===== config.mk =====
export PLATFORM = sky130hd
export DESIGN_NAME = mips_control_fsm
export DESIGN_NICKNAME = d
export VERILOG_FILES = /design/src/rtl/mips_pkg.sv /design/src/rtl/mips_ctrl_decoder.sv /design/src/rtl/mips_control_fsm.sv
export SDC_FILE = /design/constraint.sdc
export NUM_CORES = 1
export LEC_CHECK = 0
export ABC_AREA = 1
export CORE_AREA = 2 2 39 41
export CTS_CLUSTER_DIAMETER = 40
export DETAILED_ROUTE_END_ITERATION = 16
export DIE_AREA = 0 0 41 43
export PLACE_DENSITY = 0.79
export SLEW_MARGIN = 15
export SYNTH_ARGS = -nofsm -noshare
export SYNTH_HDL_FRONTEND = slang
export SYNTH_SLANG_ARGS = --single-unit

===== constraint.sdc =====
create_clock -name clk -period 1.5 [get_ports clk]
set_input_delay 0.3 -clock clk [delete_from_list [all_inputs] [get_ports clk]]
set_output_delay 0.3 -clock clk [all_outputs]
set_load 0.05 [all_outputs]

===== src/rtl/mips_pkg.sv =====
// rtl/mips_pkg.sv - shared types and encodings for the multicycle MIPS control FSM (ITYPE_ALU_EN adds I-type ALU states)
package mips_pkg;

   typedef enum logic [3:0] {
      FETCH    = 4'd0,
      DECODE   = 4'd1,
      MEMADR   = 4'd2,
      MEMREAD  = 4'd3,
      MEMWB    = 4'd4,
      MEMWRITE = 4'd5,
      EXECUTE  = 4'd6,
      ALUWB    = 4'd7,
      BRANCH   = 4'd8,
`ifdef ITYPE_ALU_EN
      JUMP     = 4'd9,
      IEXECUTE = 4'd10,
      IWB      = 4'd11
`else
      JUMP     = 4'd9
`endif
   } state_t;

   localparam logic [5:0] OP_RTYPE = 6'h00;
   localparam logic [5:0] OP_J     = 6'h02;
   localparam logic [5:0] OP_BEQ   = 6'h04;
   localparam logic [5:0] OP_ADDI  = 6'h08;
   localparam logic [5:0] OP_ANDI  = 6'h0C;
   localparam logic [5:0] OP_ORI   = 6'h0D;
   localparam logic [5:0] OP_LW    = 6'h23;
   localparam logic [5:0] OP_SW    = 6'h2B;

   localparam logic [1:0] SRCB_REG     = 2'b00;
   localparam logic [1:0] SRCB_FOUR    = 2'b01;
   localparam logic [1:0] SRCB_IMM     = 2'b10;
   localparam logic [1:0] SRCB_IMM_SH2 = 2'b11;

   localparam logic [1:0] ALUOP_ADD   = 2'b00;
   localparam logic [1:0] ALUOP_SUB   = 2'b01;
   localparam logic [1:0] ALUOP_FUNCT = 2'b10;
   localparam logic [1:0] ALUOP_OR    = 2'b11;

   localparam logic [1:0] PCSRC_ALU    = 2'b00;
   localparam logic [1:0] PCSRC_ALUOUT = 2'b01;
   localparam logic [1:0] PCSRC_JUMP   = 2'b10;

   typedef struct packed {
      logic       mem_write;
      logic       iord;
      logic       ir_write;
      logic       reg_dst;
      logic       mem_to_reg;
      logic       reg_write;
      logic       alu_src_a;
      logic [1:0] alu_src_b;
      logic [1:0] alu_op;
      logic [1:0] pc_src;
      logic       pc_en;
   } ctrl_t;

endpackage


===== src/rtl/mips_ctrl_decoder.sv =====
// rtl/mips_ctrl_decoder.sv - combinational state-to-control-word decode (ITYPE_ALU_EN adds IEXECUTE/IWB)
module mips_ctrl_decoder
   import mips_pkg::*;
#(
   parameter int OPCODE_WIDTH = 6
) (
   input  state_t                  state,
   input  logic [OPCODE_WIDTH-1:0] opcode,
   input  logic                    zero,
   output ctrl_t                   ctrl
);

`ifdef ITYPE_ALU_EN
   localparam logic [OPCODE_WIDTH-1:0] OPC_ANDI = OPCODE_WIDTH'(OP_ANDI);
   localparam logic [OPCODE_WIDTH-1:0] OPC_ORI  = OPCODE_WIDTH'(OP_ORI);
`else
   logic unused_opcode;
   assign unused_opcode = ^opcode;
`endif

   always_comb begin
      ctrl = '0;
      case (state)
         FETCH: begin
            ctrl.ir_write  = 1'b1;
            ctrl.alu_src_b = SRCB_FOUR;
            ctrl.alu_op    = ALUOP_ADD;
            ctrl.pc_src    = PCSRC_ALU;
            ctrl.pc_en     = 1'b1;
         end
         DECODE: ctrl.alu_src_b = SRCB_IMM_SH2;
         MEMADR: begin
            ctrl.alu_src_a = 1'b1;
            ctrl.alu_src_b = SRCB_IMM;
         end
         MEMREAD: ctrl.iord = 1'b1;
         MEMWB: begin
            ctrl.mem_to_reg = 1'b1;
            ctrl.reg_write  = 1'b1;
         end
         MEMWRITE: begin
            ctrl.iord      = 1'b1;
            ctrl.mem_write = 1'b1;
         end
         EXECUTE: begin
            ctrl.alu_src_a = 1'b1;
            ctrl.alu_src_b = SRCB_REG;
            ctrl.alu_op    = ALUOP_FUNCT;
         end
         ALUWB: begin
            ctrl.reg_dst   = 1'b1;
            ctrl.reg_write = 1'b1;
         end
         // PC load in BRANCH follows the live zero flag, the one Mealy output
         BRANCH: begin
            ctrl.alu_src_a = 1'b1;
            ctrl.alu_op    = ALUOP_SUB;
            ctrl.pc_src    = PCSRC_ALUOUT;
            ctrl.pc_en     = zero;
         end
         JUMP: begin
            ctrl.pc_src = PCSRC_JUMP;
            ctrl.pc_en  = 1'b1;
         end
`ifdef ITYPE_ALU_EN
         // andi rides the funct class; the funct decoder is overridden outside
         IEXECUTE: begin
            ctrl.alu_src_a = 1'b1;
            ctrl.alu_src_b = SRCB_IMM;
            if (opcode == OPC_ORI)
               ctrl.alu_op = ALUOP_OR;
            else if (opcode == OPC_ANDI)
               ctrl.alu_op = ALUOP_FUNCT;
            else
               ctrl.alu_op = ALUOP_ADD;
         end
         IWB: ctrl.reg_write = 1'b1;
`endif
         default: ctrl = '0;
      endcase
   end

endmodule


===== src/rtl/mips_control_fsm.sv =====
// rtl/mips_control_fsm.sv - multicycle MIPS control FSM top; ITYPE_ALU_EN enables addi/andi/ori
module mips_control_fsm
   import mips_pkg::*;
#(
   parameter int OPCODE_WIDTH = 6
) (
   input  logic                    clk,
   input  logic                    rst,
   input  logic [OPCODE_WIDTH-1:0] Opcode_in,
   input  logic                    Zero_in,
   output logic                    MemWrite,
   output logic                    IorD,
   output logic                    IRWrite,
   output logic                    RegDst,
   output logic                    MemtoReg,
   output logic                    RegWrite,
   output logic                    ALUSrcA,
   output logic [1:0]              ALUSrcB,
   output logic [1:0]              ALUOp,
   output logic [1:0]              PCSrc,
   output logic                    PCEn,
   output logic [3:0]              State_out
);

   localparam logic [OPCODE_WIDTH-1:0] OPC_RTYPE = OPCODE_WIDTH'(OP_RTYPE);
   localparam logic [OPCODE_WIDTH-1:0] OPC_J     = OPCODE_WIDTH'(OP_J);
   localparam logic [OPCODE_WIDTH-1:0] OPC_BEQ   = OPCODE_WIDTH'(OP_BEQ);
   localparam logic [OPCODE_WIDTH-1:0] OPC_LW    = OPCODE_WIDTH'(OP_LW);
   localparam logic [OPCODE_WIDTH-1:0] OPC_SW    = OPCODE_WIDTH'(OP_SW);
`ifdef ITYPE_ALU_EN
   localparam logic [OPCODE_WIDTH-1:0] OPC_ADDI  = OPCODE_WIDTH'(OP_ADDI);
   localparam logic [OPCODE_WIDTH-1:0] OPC_ANDI  = OPCODE_WIDTH'(OP_ANDI);
   localparam logic [OPCODE_WIDTH-1:0] OPC_ORI   = OPCODE_WIDTH'(OP_ORI);
`endif

   state_t state;
   state_t state_next;
   ctrl_t  ctrl;

   always_ff @(posedge clk or negedge rst) begin
      if (!rst)
         state <= FETCH;
      else
         state <= state_next;
   end

   always_comb begin
      state_next = FETCH;
      case (state)
         FETCH: state_next = DECODE;
         DECODE: begin
            case (Opcode_in)
               OPC_LW, OPC_SW: state_next = MEMADR;
               OPC_RTYPE:      state_next = EXECUTE;
               OPC_BEQ:        state_next = BRANCH;
               OPC_J:          state_next = JUMP;
`ifdef ITYPE_ALU_EN
               OPC_ADDI, OPC_ANDI, OPC_ORI: state_next = IEXECUTE;
`endif
               default:        state_next = FETCH;
            endcase
         end
         MEMADR:   state_next = (Opcode_in == OPC_SW) ? MEMWRITE : MEMREAD;
         MEMREAD:  state_next = MEMWB;
         EXECUTE:  state_next = ALUWB;
`ifdef ITYPE_ALU_EN
         IEXECUTE: state_next = IWB;
`endif
         default:  state_next = FETCH;
      endcase
   end

   mips_ctrl_decoder #(
      .OPCODE_WIDTH(OPCODE_WIDTH)
   ) u_decoder (
      .state  (state),
      .opcode (Opcode_in),
      .zero   (Zero_in),
      .ctrl   (ctrl)
   );

   // Write strobes are gated by rst directly so an abort kills them without waiting for a clock
   assign MemWrite  = ctrl.mem_write & rst;
   assign IRWrite   = ctrl.ir_write  & rst;
   assign RegWrite  = ctrl.reg_write & rst;
   assign PCEn      = ctrl.pc_en     & rst;
   assign IorD      = ctrl.iord;
   assign RegDst    = ctrl.reg_dst;
   assign MemtoReg  = ctrl.mem_to_reg;
   assign ALUSrcA   = ctrl.alu_src_a;
   assign ALUSrcB   = ctrl.alu_src_b;
   assign ALUOp     = ctrl.alu_op;
   assign PCSrc     = ctrl.pc_src;
   assign State_out = state;

endmodule


Word-level counts from Yosys, hierarchy flattened
Index checks and enable logic that the tools add are counted.

word-level totals
  register bits after elaboration = 4
  output and inout port bits = 18

cells by class
  equal/unequal tests = 13
  muxes and demuxes = 13
  reduce and logical (&&, ||, !) cells = 6
  bitwise gates (word level) = 4

operators by type and width
  operator                                        number
  case mux 4 bit (5 select lines)                 1
  == test 4 x 3 -> 1 bit (second input constant)  4
  case mux 4 bit (4 select lines)                 1
  == test 6 bit (second input constant)           2
  case mux 3 bit (3 select lines)                 1
  == test 4 x 2 -> 1 bit (second input constant)  2
  == test 4 bit (second input constant)           2
  2-to-1 mux 1 bit                                7
  == test 6 x 2 -> 1 bit (second input constant)  1
  == test 6 x 3 -> 1 bit (second input constant)  1
  logical NOT 6 bit                               1
  case mux 2 bit (3 select lines)                 1
  OR reduction 2 bit                              3
  AND 1 bit                                       4
  == test 4 x 1 -> 1 bit (second input constant)  1
  logical NOT 4 bit                               1
  case mux 2 bit (2 select lines)                 1
  2-to-1 mux 3 bit                                1
  OR reduction 3 bit                              1

Longest topological paths before layout
Gate-level depths: netlist (run 1).

  word-level depth = 4
  mapped depth = 7
  mapped depth without buffers = 7

Cells and area by module
From an unflattened synthesis (run 1), not the netlist that was laid out.

unflattened totals
  cell total of the unflattened synthesis = 91
  area, all modules = 494.2 µm²

by module, submodules not included
  module             area an instance (µm²)  instances  cells each
  mips_control_fsm   346.6                   1          57
  mips_ctrl_decoder  147.6                   1          34

Worst setup path after synthesis (run 1)
Ideal clock, no wire load.

  kind = reg2out
  from = register state[2], in the netlist State_out[2]
  to = output port RegWrite
  stages on the path, launching flop included = 5
  path buffers = 0
  path slack = -1,086 ps
  arrival time = 2,286 ps
  cell sequence = dfrtp_1 -> nand2_1 -> nor3_2 -> nor2_1 -> nor2_1

on the way
  cells in the longest elaborated chain, start to end = 4
  elaborated cells between the ends (all ways) = 5

RTL lines
  what                            RTL line                 source
  start, declared                 mips_control_fsm.sv:36   state_t state;
  start signal, assigned          mips_control_fsm.sv:44   state <= state_next;
  == test 4 x 3 -> 1 bit          mips_ctrl_decoder.sv:23  case (state)
  OR reduction 2 bit (no line) *  -
  2-to-1 mux 1 bit *              mips_ctrl_decoder.sv:23
  AND 1 bit *                     mips_control_fsm.sv:85   assign RegWrite = ctrl.reg_write & rst;
  end, declared                   mips_control_fsm.sv:16   output logic RegWrite,

Mark *: on every way between the ends. The rest lies on a longest branch, timed or not.

Worst setup path in the final report (run 1)
  from = register state[2], in the netlist State_out[2]
  to = output port PCEn

on the way
  cells in the longest elaborated chain, start to end = 3
  elaborated cells between the ends (all ways) = 5

RTL lines
  what                                                RTL line                 source
  == test 4 bit or logical NOT 4 bit (tied branches)  mips_ctrl_decoder.sv:23
  case mux 3 bit (3 select lines) *                   mips_ctrl_decoder.sv:23
  AND 1 bit *                                         mips_control_fsm.sv:86   assign PCEn = ctrl.pc_en & rst;
  end, declared                                       mips_control_fsm.sv:21   output logic PCEn,

Marks and branches as above.

==> results.rst, run 1 <==
.. list-table::
   :header-rows: 1

   * - Metric
     - Value
   * - Setup CP Type
     - reg2out
   * - Worst slack at placement
     - -0.0630 ns
   * - Largest cells by area after synthesis
     - sky130_fd_sc_hd__dfrtp_1 25%, sky130_fd_sc_hd__nor2_1 17%, sky130_fd_sc_hd__nand2_1 14%
   * - Max FFs per register
     - 4
   * - Status
     - finished, violations left
   * - Worst Skew
     - 0.00445 ns
   * - Vias per cell
     - 5.09
   * - Cell area after synthesis
     - 408 um^2
   * - Pre-Repair DR Iteration Count
     - 4
   * - Fin nets
     - 133
   * - Number of H-tree levels
     - 1
   * - PortBufs
     - 26
   * - Post-Layout Cell Count
     - 138
   * - Count of inserted antenna diode cells
     - 0
   * - Die width
     - 41 um
   * - Sum of net half-perimeters after detailed placement
     - 1.13 mm
   * - Length of routed wiring on met1
     - 587 um
   * - Highest layer used for signal routing
     - met4
   * - Failing checks
     - setup timing
   * - Max cap viols
     - 0
   * - R2R cell count
     - 6
   * - Maximum buffer depth of the clock tree
     - 2
   * - Total routing resource utilization after global routing
     - 0.213
   * - Slew headroom
     - 0.813
   * - TritonCTS sink count
     - 4
   * - Flop and latch count out of synthesis
     - 4
   * - Max Slew Vio Count
     - 0
   * - Final Util
     - 0.863
   * - Critical Path RT
     - 1.20 ns
   * - Die height
     - 43 um
   * - Count of antenna-violating nets left after detailed routing
     - 0
   * - Worst setup slack for register-to-register paths
     - 0.16 ns
   * - CTS clk-pin slew, worst paths
     - 0.04 ns
   * - Initial Utilization
     - 0.295
   * - Portion of the clock cycle consumed by the worst path in the final layout
     - 1.14
   * - Pwr dens
     - 1280 mW/mm^2
   * - Minimum period implied by the final worst setup slack
     - 1.71 ns
   * - Die Area
     - 0.00176 mm^2
   * - Leak pwr
     - 0.541 nW
   * - Global-route wire length before repair
     - 2.53 mm
   * - Worst hold-check slack
     - 0.400 ns
   * - Number of placed cells counting well taps
     - 123
   * - Worst Path Arrival
     - 1.41 ns
   * - Proportion of netlist area held by the largest area contributor
     - 0.245
   * - Starting DRC count in detailed routing
     - 35
   * - Worst voltage drop across the vdd grid
     - 0.810 mV
   * - Yosys warning total
     - 0
   * - Placed standard-cell area
     - 0.00101 mm^2
   * - Source of the worst register-to-register timing path
     - State_out[2]
   * - Share of post-route cells with drive strength above 1
     - 0.598
   * - Mapped Cells
     - 73
   * - Maximum clock frequency
     - 585 MHz
   * - Setup violation total in the final timing report
     - 13
   * - Post-route DRC violation count
     - 0
   * - Share of synthesized area occupied by flip-flops and latches
     - 0.245
   * - Setup TNS Final
     - -1.50 ns
   * - Total design power
     - 1.53 mW
   * - RSZ-0062 raised after global routing
     - yes
   * - Post-CTS Hold Fix Bufs
     - 0
   * - I/O pin cnt
     - 27
   * - WL per Instance
     - 14.0 um
   * - Initial antenna violation count
     - 0
   * - Number of global-route vias before repair
     - 619
   * - Aggregate global routing overflow
     - 0
   * - WL final
     - 1.93 mm
   * - Highest fanout seen on the critical path
     - 4
   * - Worst-Skew Late Latency
     - 0.24 ns
   * - Most area-hungry cell type in the Yosys netlist
     - sky130_fd_sc_hd__dfrtp_1
   * - Pin count of the biggest net entering global routing
     - 7
   * - Mean instance size in the synthesized netlist
     - 5.59 um^2
   * - Destination of the worst register-to-register timing path
     - State_out[0]
   * - Total met2 wirelength after detailed routing
     - 1.14 mm
   * - Slew at the pin with the worst max-slew slack
     - 0.279 ns
   * - Final standard cell area without fillers
     - 0.00119 mm^2
   * - Via count of the routed design
     - 702
   * - Clock root cell
     - sky130_fd_sc_hd__clkbuf_4
   * - Rows
     - 14
   * - Filler Cells Inserted
     - 72
   * - Placeable core region
     - 0.00138 mm^2
   * - TritonCTS Buffers
     - 3
   * - Layout-stage area growth over the synthesis result
     - 193%
   * - Total nets after synthesis
     - 82
   * - Final worst setup slack
     - -0.211 ns
   * - Critical path endpoint category
     - output port
   * - Min-Delay Path Class
     - in2async
   * - Final RePlAce weighted congestion
     - 0.742
   * - Count of endpoints failing hold in the final timing report
     - 0
   * - TritonCTS clock tree
     - built
   * - Routed met3 length
     - 97 um
   * - Netlist cell types
     - 16
   * - Startpoint kind of the worst setup timing path
     - flip-flop
-- logic make-up after synthesis --
group / Yosys count / synth area share
and+or+nand+nor: 51 / 0.564
buffers and inverters: 14 / 0.129
DFF: 4 / 0.245
AOI/OAI and AO/OA: 4 / 0.0613
-- routing by layer --
| layer | vias up | track usage |
|---|---|---|
| met1 | 323 | 0.206 |
| met5 | - | 0 |
| met4 | 0 | 0.0600 |
| li1 | 326 | - |
| met3 | 16 | 0.0314 |
| met2 | 37 | 0.416 |
-- worst max-delay path by stage --
stage | to | from | slack [ns] | depth (start not counted)
after global placement | MemWrite | rst | -0.05 | 4
after global routing | PCEn | State_out[3] | -0.28 | 7
after floorplan | RegWrite | State_out[3] | -0.40 | 5
final | PCEn | State_out[2] | -0.21 | 6
after detailed placement | IRWrite | rst | -0.06 | 4
after CTS | RegWrite | State_out[3] | -0.14 | 6
-- area by class of cell --
type	count	area [um^2]	share of cell area
multi-input cells	55	379	0.317
inverters	14	57.6	0.0482
well taps	16	20.0	0.0168
repair buffers	46	611	0.511
flip-flops and latches	4	105	0.0880
clock buffers	3	22.5	0.0188
-- layout by cell type (no fill, tap or decap), drive strengths merged --
cell type / count
a21boi: 1
a21oi: 1
buf: 38
clkbuf: 3
clkdlybuf4s50: 8
dfrtp: 4
inv: 14
nand2: 16
nand2b: 1
nand3: 9
nand3b: 1
nand4: 2
nor2: 21
nor3: 1
o21ai: 1
o21bai: 1
-- cell usage after synthesis --
cell / instances
sky130_fd_sc_hd__o21ai_0: 1
sky130_fd_sc_hd__inv_1: 13
sky130_fd_sc_hd__dfrtp_1: 4
sky130_fd_sc_hd__nand4_1: 2
sky130_fd_sc_hd__a21oi_1: 1
sky130_fd_sc_hd__nand3_1: 9
sky130_fd_sc_hd__nand3b_1: 1
sky130_fd_sc_hd__nand2_1: 15
sky130_fd_sc_hd__nor2_2: 3
sky130_fd_sc_hd__inv_2: 1
sky130_fd_sc_hd__a21boi_1: 1
sky130_fd_sc_hd__nor2_1: 18
sky130_fd_sc_hd__nand2b_1: 1
sky130_fd_sc_hd__o21bai_1: 1
sky130_fd_sc_hd__nor3_2: 1
sky130_fd_sc_hd__nand2_2: 1
-- repair_timing --
action,4_1_cts,5_1_grt
gates resized for setup,13,8
pin swaps,6,6
setup endpoints to repair,13,13
setup buffers,9,4
-- power breakdown --
| group | internal [mW] | switching (mW) | total, mW | leakage [nW] |
|---|---|---|---|---|
| clock | 0.0894 | 0.0444 | 0.134 | 0.0138 |
| combinational | 0.596 | 0.624 | 1.22 | 0.480 |
| sequential | 0.134 | 0.0467 | 0.180 | 0.0474 |
-- critical path, cell delays in order, from the launching register on --
cell and delay, ns:
sky130_fd_sc_hd__dfrtp_2 0.45, sky130_fd_sc_hd__nor2_2 0.13, sky130_fd_sc_hd__nand2_1 0.10, sky130_fd_sc_hd__nor2_1 0.18, sky130_fd_sc_hd__nor2_2 0.07, sky130_fd_sc_hd__nor2_4 0.10, sky130_fd_sc_hd__buf_12 0.14
No activity file was read; power rests on OpenSTA's default activity.
==> run 2, diff against run 1 <==
--- a/config.mk
+++ b/config.mk
@@ -11,6 +11,7 @@
 export DETAILED_ROUTE_END_ITERATION = 16
 export DIE_AREA = 0 0 41 43
 export PLACE_DENSITY = 0.79
+export SKIP_LAST_GASP = 1
 export SLEW_MARGIN = 15
 export SYNTH_ARGS = -nofsm -noshare
 export SYNTH_HDL_FRONTEND = slang
==> run 2 against run 1 <==
Against the previous run: the flow still finishes with violations (setup timing); non-clock buffer count unchanged; critical path type unchanged; global-route usage unchanged; critical endpoint unchanged; register-to-register slack about the same.
==> results.rst, run 2 (synthesized netlist as in run 1, its figures left out) <==
.. list-table::
   :header-rows: 1

   * - Metric
     - Value
   * - Status
     - finished, violations left
   * - Failing checks
     - setup timing
   * - Placeable core region
     - 0.00138 mm^2
   * - CTS clk-pin slew, worst paths
     - 0.04 ns
   * - Rows
     - 14
   * - Starting DRC count in detailed routing
     - 22
   * - Die height
     - 43 um
   * - Fin nets
     - 133
   * - Count of inserted antenna diode cells
     - 0
   * - Setup TNS Final
     - -1.60 ns
   * - Vias per cell
     - 5.12
   * - Setup violation total in the final timing report
     - 13
   * - RSZ-0062 raised after global routing
     - yes
   * - I/O pin cnt
     - 27
   * - Portion of the clock cycle consumed by the worst path in the final layout
     - 1.15
   * - Minimum period implied by the final worst setup slack
     - 1.72 ns
   * - Worst hold-check slack
     - 0.394 ns
   * - Worst Skew
     - 0.00678 ns
   * - Register share of total power
     - 0.117
   * - Layout-stage area growth over the synthesis result
     - 191%
   * - PortBufs
     - 26
   * - Min-Delay Path Class
     - in2async
   * - Share of post-route cells with drive strength above 1
     - 0.598
   * - Maximum buffer depth of the clock tree
     - 2
   * - Count of endpoints failing hold in the final timing report
     - 0
   * - Max Slew Vio Count
     - 0
   * - Delay contributed by the slowest stage of the critical path
     - 0.45 ns
   * - Max cap viols
     - 0
   * - Die Area
     - 0.00176 mm^2
   * - Internal power
     - 0.808 mW
   * - Slew headroom
     - 0.813
   * - Pwr dens
     - 1280 mW/mm^2
   * - Worst Path Arrival
     - 1.42 ns
   * - Count of antenna-violating nets left after detailed routing
     - 0
   * - Die width
     - 41 um
   * - Final worst setup slack
     - -0.218 ns
   * - Setup CP Type
     - reg2out
   * - Startpoint kind of the worst setup timing path
     - flip-flop
   * - TritonCTS Buffers
     - 3
   * - Post-route DRC violation count
     - 0
   * - Initial Utilization
     - 0.295
   * - Sequence of cells on the critical path
     - nor2_2 > nand2_1 > nor2_1 > nor2_2 > nor2_4 > buf_12
   * - WL final
     - 1.94 mm
   * - Initial antenna violation count
     - 0
   * - Sum of net half-perimeters after detailed placement
     - 1.13 mm
   * - Slowest CP cell
     - sky130_fd_sc_hd__dfrtp_2
   * - Slew at the pin with the worst max-slew slack
     - 0.279 ns
   * - Final Util
     - 0.858
   * - Number of global-route vias before repair
     - 619
   * - Logic pwr share
     - 0.791
   * - TritonCTS sink count
     - 4
   * - Commonest non-fill, non-tap cell in the layout
     - sky130_fd_sc_hd__buf_12
   * - Final RePlAce weighted congestion
     - 0.742
   * - Max FFs per register
     - 4
   * - Critical path endpoint category
     - output port
   * - Critical Path RT
     - 1.20 ns
   * - Worst-Skew Late Latency
     - 0.25 ns
   * - Global-route wire length before repair
     - 2.53 mm
   * - Pre-Repair DR Iteration Count
     - 5
   * - Total routing resource utilization after global routing
     - 0.213
   * - Most frequent cells in the layout
     - 19 x sky130_fd_sc_hd__buf_12, 17 x sky130_fd_sc_hd__buf_4, 11 x sky130_fd_sc_hd__nand2_1, 9 x sky130_fd_sc_hd__nor2_1
   * - Highest fanout seen on the critical path
     - 4
   * - Clock root cell
     - sky130_fd_sc_hd__clkbuf_4
   * - Aggregate global routing overflow
     - 0
   * - TritonCTS clock tree
     - built
   * - Switch Pwr
     - 0.710 mW
   * - Pin count of the biggest net entering global routing
     - 7
   * - CP Buf/Inv Count
     - 1
   * - Number of H-tree levels
     - 1
   * - Via count of the routed design
     - 707
   * - Clk pwr share
     - 0.092
   * - Leak pwr
     - 0.540 nW
   * - Maximum clock frequency
     - 582 MHz
   * - Kind of cell with the highest combined delay on the critical path
     - simple AND/OR/NAND/NOR gates
   * - Cell repeated most along the worst path
     - sky130_fd_sc_hd__nor2_2
   * - Worst voltage drop across the vdd grid
     - 0.871 mV
   * - WL per Instance
     - 14.1 um
   * - Sw Ratio
     - 0.468
run 2: stage by stage:
step | instance area [um^2] | worst slack [ns] | cells | power [mW]
6_report | 1190 | -0.218 | 138 | 1.52
5_1_grt | 1190 | -0.282 | 138 | 1.59
4_1_cts | 1130 | -0.138 | 135 | 1.38
3_5_place_dp | 1010 | -0.0630 | 123 | 1.15
3_3_place_gp | 1010 | -0.0487 | 123 | 1.13
2_1_floorplan | 489 | -0.403 | 73 | 0.670
run 2: final timing paths:
kind                            slack (ns)          from           end  depth (start not counted)
max in group asynchronous             0.99           rst  State_out[3]                          2
worst max-delay path                 -0.22  State_out[2]          PCEn                          6
worst min-delay path                  0.39           rst  State_out[2]                          2
worst min register to register        0.84  State_out[3]  State_out[0]                          4
worst max register to register        0.16  State_out[2]  State_out[0]                          6
min in group clk                      0.72  Opcode_in[1]  State_out[3]                          3
run 2: power groups by stage:
stage / clock network [mW] / logic [mW] / registers, mW
after floorplan: 0 / 0.423 / 0.248
after global placement: 0 / 0.962 / 0.171
after detailed placement: 0 / 0.975 / 0.174
after CTS: 0.140 / 1.07 / 0.172
after global routing: 0.147 / 1.25 / 0.188
final: 0.139 / 1.20 / 0.178
run 2: layer usage:
metal | track usage | up-vias | part of all wire
li1 | - | 326 | -
met1 | 0.206 | 325 | 0.30
met2 | 0.416 | 40 | 0.59
met3 | 0.0314 | 16 | 0.050
met4 | 0.0600 | 0 | 0.055
met5 | 0 | - | 0
run 2: area by class of cell:
type                    count  area [um^2]
flip-flops and latches      4          105
repair buffers             46          611
clock buffers               3         22.5
inverters                  14         57.6
fillers                    76          196
multi-input cells          55          372
well taps                  16         20.0
run 2: what timing repair did:
item	4_1_cts	5_1_grt
setup buffers	9	4
setup endpoints to repair	13	13
resized for setup	13	7
pin swaps	6	6
hold buffers	0	0
